--- src/rtl/coyote_pad_tx_arb.sv ---
`default_nettype none
// ============================================================================
// Module      : coyote_pad_tx_arb
// Description : Round-robin arbiter between two wide sources (A, B) feeding a
//               single narrow pad lane. A granted word is sent as one header
//               beat {src, beat_count} followed by LSB-first data beats, with a
//               valid/yumi handshake on the pad side.
// Revision    : 1.0 - initial release
// ============================================================================
module coyote_pad_tx_arb #(
  parameter int A_W    = 16,
  parameter int B_W    = 80,
  parameter int LANE_W = 8
) (
  input  logic              clk_i,
  input  logic              reset_i,
  input  logic              en_i,
  input  logic              a_v_i,
  input  logic [A_W-1:0]    a_data_i,
  output logic              a_ready_o,
  input  logic              b_v_i,
  input  logic [B_W-1:0]    b_data_i,
  output logic              b_ready_o,
  output logic              pad_v_o,
  output logic [LANE_W-1:0] pad_data_o,
  output logic              pad_last_o,
  output logic              pad_src_o,
  input  logic              pad_yumi_i
);

  localparam int CNT_W = LANE_W - 1;
  localparam logic [CNT_W-1:0] NA = CNT_W'(A_W / LANE_W);
  localparam logic [CNT_W-1:0] NB = CNT_W'(B_W / LANE_W);

  typedef enum logic [1:0] {
    IDLE = 2'd0,
    HDR  = 2'd1,
    DATA = 2'd2
  } state_t;

  state_t            state;
  state_t            state_nxt;
  logic [B_W-1:0]    word;
  logic [CNT_W-1:0]  k;
  logic              last_src;

  logic              grant_a;
  logic              grant_b;
  logic              accept;
  logic [CNT_W-1:0]  n_beats;
  logic [CNT_W-1:0]  n_last;
  logic              k_last;

  // Beat count of the packet currently in flight (pad_src_o holds its source)
  always_comb begin
    n_beats = pad_src_o ? NB : NA;
    n_last  = n_beats - CNT_W'(1);
    k_last  = (k == n_last);
  end

  // Arbitration, ready generation and next-state selection
  always_comb begin
    state_nxt = state;
    grant_b   = 1'b0;
    grant_a   = 1'b0;
    a_ready_o = 1'b0;
    b_ready_o = 1'b0;
    accept    = 1'b0;
    // On a tie, serve the source that was not served last
    if (a_v_i && b_v_i) begin
      grant_b = ~last_src;
    end else begin
      grant_b = b_v_i;
    end
    grant_a = a_v_i & ~grant_b;
    case (state)
      IDLE: begin
        // reset_i gating keeps both readies low while reset is asserted
        a_ready_o = reset_i & en_i & grant_a;
        b_ready_o = reset_i & en_i & grant_b;
        accept    = a_ready_o | b_ready_o;
        if (accept) begin
          state_nxt = HDR;
        end
      end
      HDR: begin
        if (pad_yumi_i) begin
          state_nxt = DATA;
        end
      end
      DATA: begin
        if (pad_yumi_i && k_last) begin
          state_nxt = IDLE;
        end
      end
      default: begin
        state_nxt = IDLE;
      end
    endcase
  end

  // FSM state register
  always_ff @(posedge clk_i or negedge reset_i) begin
    if (!reset_i) begin
      state <= IDLE;
    end else begin
      state <= state_nxt;
    end
  end

  // Word latch, beat shifting, beat counter and registered pad outputs
  always_ff @(posedge clk_i or negedge reset_i) begin
    if (!reset_i) begin
      word       <= '0;
      k          <= '0;
      last_src   <= 1'b1;
      pad_v_o    <= 1'b0;
      pad_data_o <= '0;
      pad_last_o <= 1'b0;
      pad_src_o  <= 1'b0;
    end else begin
      case (state)
        IDLE: begin
          if (accept) begin
            word       <= b_ready_o ? b_data_i : B_W'(a_data_i);
            pad_src_o  <= b_ready_o;
            pad_v_o    <= 1'b1;
            pad_data_o <= {b_ready_o, (b_ready_o ? NB : NA)};
            pad_last_o <= 1'b0;
            k          <= '0;
          end
        end
        HDR: begin
          if (pad_yumi_i) begin
            pad_data_o <= word[LANE_W-1:0];
            word       <= word >> LANE_W;
            k          <= '0;
            pad_last_o <= (n_last == '0);
          end
        end
        DATA: begin
          if (pad_yumi_i) begin
            if (!k_last) begin
              k          <= k + CNT_W'(1);
              pad_data_o <= word[LANE_W-1:0];
              word       <= word >> LANE_W;
              pad_last_o <= ((k + CNT_W'(1)) == n_last);
            end else begin
              // Packet complete: release the lane and advance the pointer
              pad_v_o    <= 1'b0;
              pad_data_o <= '0;
              pad_last_o <= 1'b0;
              k          <= '0;
              last_src   <= pad_src_o;
            end
          end
        end
        default: begin
          pad_v_o <= 1'b0;
        end
      endcase
    end
  end

endmodule
`default_nettype wire

--- config.mk ---
export PLATFORM = sky130hd
export DESIGN_NAME = coyote_pad_tx_arb
export DESIGN_NICKNAME = d
export VERILOG_FILES = /design/src/rtl/coyote_pad_tx_arb.sv
export SDC_FILE = /design/constraint.sdc
export NUM_CORES = 1
export LEC_CHECK = 0
export ABC_AREA = 0
export CAP_MARGIN = 10
export CORE_MARGIN = 2
export CORE_UTILIZATION = 56
export DETAILED_ROUTE_END_ITERATION = 6
export GPL_ROUTABILITY_DRIVEN = 0
export PLACE_DENSITY_LB_ADDON = 0.1
export SKIP_LAST_GASP = 1
export SLEW_MARGIN = 20
export SYNTH_ARGS = -nofsm -noshare
export SYNTH_HDL_FRONTEND = slang
export SYNTH_SLANG_ARGS = --single-unit
--- constraint.sdc ---
create_clock -name clk_i -period 3.5 [get_ports clk_i]
set_clock_uncertainty 0.05 [all_clocks]
set_input_delay 0.35 -clock clk_i [delete_from_list [all_inputs] [get_ports clk_i]]
set_output_delay 0.35 -clock clk_i [all_outputs]
set_load 0.02 [all_outputs]
==> metrics.yaml <==
hold_path:
  hold_class: "primary input to async pin"
floorplan:
  ios: 115
  rows: 36
  die-area_um2: 10600
  start_util_pct: 57.0
  core_um2: 9640
  die_h_um: 103
  die-width_um: 103
timing:
  fin_crit_ns: 3.21
  fin_setup_tns_ns: 0
  fin_crit_sh_pct: 91.8
  max_clock_freq_ghz: 0.311
  final_max_slew_viol_count: 0
  rsz0062_at_grt: "false"
  finalSetupViolCount: 0
  timing.hold.ws_ns: 0.0152
  fin_ws_ns: 0.287
  tightest_slew_ns: 0.801
  finalHoldViolCount: 0
  slew_headroom_pct: 46.6
setup_path:
  timing.rr.start: "state[0]$_DFFE_PN0P_"
  arrival_ns: 2.81
  cp-end-kind: "output port"
  worstSetupEndpoint: "b_ready_o"
  slowest_delay_ns: 0.62
  startpoint_type: "register"
  cp.depth: 6
  ff2ff_setup_slack_ns: 0.68
  crit_required_ns: 3.10
  cpMaxStageDelayCell: "clkdlybuf4s50_1"
  rr_endpoint: "word[62]$_DFFE_PN0P_"
  path_class: "register to output port"
  crit_fanout: 18
  rr_worst_depth: 8
  worst-path-buf-inv: 3
  path_delay_family: "buffers and inverters"
  cp_cell_sequence: "inv_1 -> ha_4 -> and3_1 -> nand2_2 -> clkinv_1 -> clkdlybuf4s50_1"
  startpoint: "state[0]$_DFFE_PN0P_"
pwr:
  leakage_nw: 2.66
  worst_ir_drop_vdd_mv: 0.515
  power_density_nw_per_um2: 794
logic_synthesis:
  synthAdderAreaFrac_pct: 1.82
  synth.avg_cell_area_um2: 9.00
  yosys.cell_types.count: 45
  synth-xor-area-share_pct: 0.797
  syn-cell-area_um2: 5500
  ys_warn_count: 0
  synth_compound_area_share_pct: 21.6
  syn-num-nets: 721
  synth_top_family_by_area: "simple AND/OR/NAND/NOR gates"
  ys_seq_area_share_pct: 46.0
  yosys.area_share.simple_pct: 23.4
  synthMuxAreaShare_pct: 0.410
  synth-seq-cells: 101
  synth_cells: 611
final_layout:
  antennaDiodeCount: 0
  nNetsFinal: 800
  layout-drive-gt1-share_pct: 5.90
  final_cell_area_um2: 6830
  area_growth_pct: 24.2
  layout_commonest_cell: "clkdlybuf4s50_1"
  final_cell_mix: "clkdlybuf4s50_1, dfrtp_1, nand2_1, a21oi_1, a31oi_1"
clocking:
  clk_pin_slew_worst_paths_ns: 0.11
  cts_made_buffers: 9
  htreeDepth: 3
  clockBufferDepth: 2
  ctsResizeCount: 0
  cts_tree: "yes"
  cts.sinks: 101
  cts_setup_buffers: 0
  cts_hold_buffers: 0
  clock_latency_ns: 0.36
  cts_root_buf: "clkbuf_8"
place:
  dp_slack_ns: 0.624
  dp_hpwl_mm: 8.91
  place_area_um2: 6650
  port_buffers: 114
global_route:
  globalRouteOverflowTotal: 0
  grt_pass1_wl_mm: 21.9
  grt_max_degree: 81
  grt_pass1_vias: 4503
  grt_usage_pct: 26.0
  antenna_found_initial: 0
routing:
  route.detailed.drc: 0
  vias: 4896
  drt-total-wl_mm: 13.5
  vias_per_cell: 5.91
  drtAntennaViolNets: 0
  drt_iter0_drc: 384
  wl_per_cell_um: 16.3
  dr.pass1.iters: 5
run_status:
  status: "finished, final reports clean"
job:
  drv_cap: 0
## cell type report
class | instances | area, um^2
well taps | 133 | 166
flip-flops and latches | 101 | 2530
multi-input cells | 435 | 2660
fillers | 802 | 2810
inverters | 18 | 67.6
clock buffers | 9 | 124
clock inverters | 7 | 55.1
repair buffers | 125 | 1220
## worst register-to-register path: stages (launching register included)
cell	delay, ns
dfrtp_1	0.45
inv_1	0.15
ha_4	0.22
and3_1	0.47
nand2_2	0.35
clkinv_1	0.19
buf_4	0.49
nand3b_1	0.17
a31oi_1	0.21
## worst min path at each step
stage | from | to | cells past startpoint
finish | reset_i | k[3]$_DFFE_PN0P_ | 2
global placement | pad_data_o[0]$_DFFE_PN0P_ | pad_data_o[0]$_DFFE_PN0P_ | 2
floorplan | reset_i | k[0]$_DFFE_PN0P_ | 0
CTS | reset_i | k[3]$_DFFE_PN0P_ | 2
global route | reset_i | pad_last_o$_DFFE_PN0P_ | 2
detailed placement | pad_data_o[0]$_DFFE_PN0P_ | pad_data_o[0]$_DFFE_PN0P_ | 2
## cell usage after synthesis (all sizes together)
| library cell | count | area (um^2) |
|---|---|---|
| o31ai | 3 | 22.5 |
| nand2 | 79 | 299 |
| a31oi | 59 | 375 |
| o211ai | 2 | 15.0 |
| a2111o | 1 | 11.3 |
| a211o | 1 | 8.76 |
| mux2 | 2 | 22.5 |
| nand4 | 10 | 68.8 |
| or2 | 1 | 6.26 |
| nor2b | 1 | 6.26 |
| and2 | 3 | 18.8 |
| o2bb2ai | 17 | 149 |
| xor2 | 2 | 17.5 |
| nand3 | 28 | 140 |
| nor2 | 8 | 30.0 |
| a21oi | 61 | 305 |
| nand3b | 56 | 420 |
| o32a | 1 | 10.0 |
| or4 | 2 | 15.0 |
| or3 | 1 | 6.26 |
| o21ai | 19 | 95.1 |
| nor3b | 1 | 12.5 |
| o21ba | 1 | 10.0 |
| o22ai | 1 | 6.26 |
| dfstp | 1 | 26.3 |
| ha | 8 | 100 |
| a41oi | 3 | 26.3 |
| nand2b | 18 | 113 |
| buf | 19 | 119 |
| a211oi | 18 | 148 |
| nor3 | 6 | 35.0 |
| and3 | 18 | 113 |
| inv | 18 | 67.6 |
| xnor2 | 3 | 26.3 |
| a21boi | 1 | 7.51 |
| dfrtp | 100 | 2500 |
| clkbuf | 38 | 143 |
## kinds of logic after synthesis
logic type,count (synthesis)
multiplexers,2
buffers and inverters,75
flip-flops,101
AO/OA/AOI/OAI,188
AND/OR/NAND/NOR,232
adder cells (fa/ha/maj),8
XOR/XNOR,5
## stage by stage
step | util (%) | total power, mW | cells
2_1_floorplan | - | 4.02 | 611
3_3_place_gp | 69.0 | 4.63 | 812
3_5_place_dp | 69.0 | 4.72 | 812
4_1_cts | 70.8 | 5.43 | 828
5_1_grt | 70.8 | 5.87 | 828
6_report | 70.8 | 5.42 | 828
## routing by layer
layer	GRT usage (%)	share of wire [%]	wire length, um
met4	6.68	1.8	237
met1	37.3	44	5940
met2	41.2	49	6620
met5	0	0	0
met3	4.75	5.3	715
## report_power, final
part           internal (mW)  switching (mW)  total (mW)
clock network          0.268           0.432       0.700
registers               1.70           0.293        1.99
logic                   1.15            1.57        2.72
total                   3.12            2.30        5.42
## flip-flops by register name, summed over array words and instances, names as in the netlist
register,cells
pad_data_o,8
k,7
pad_src_o,1
word,80
pad_v_o,1
state,2
pad_last_o,1
last_src,1
Power figures use the tool's default switching activity.
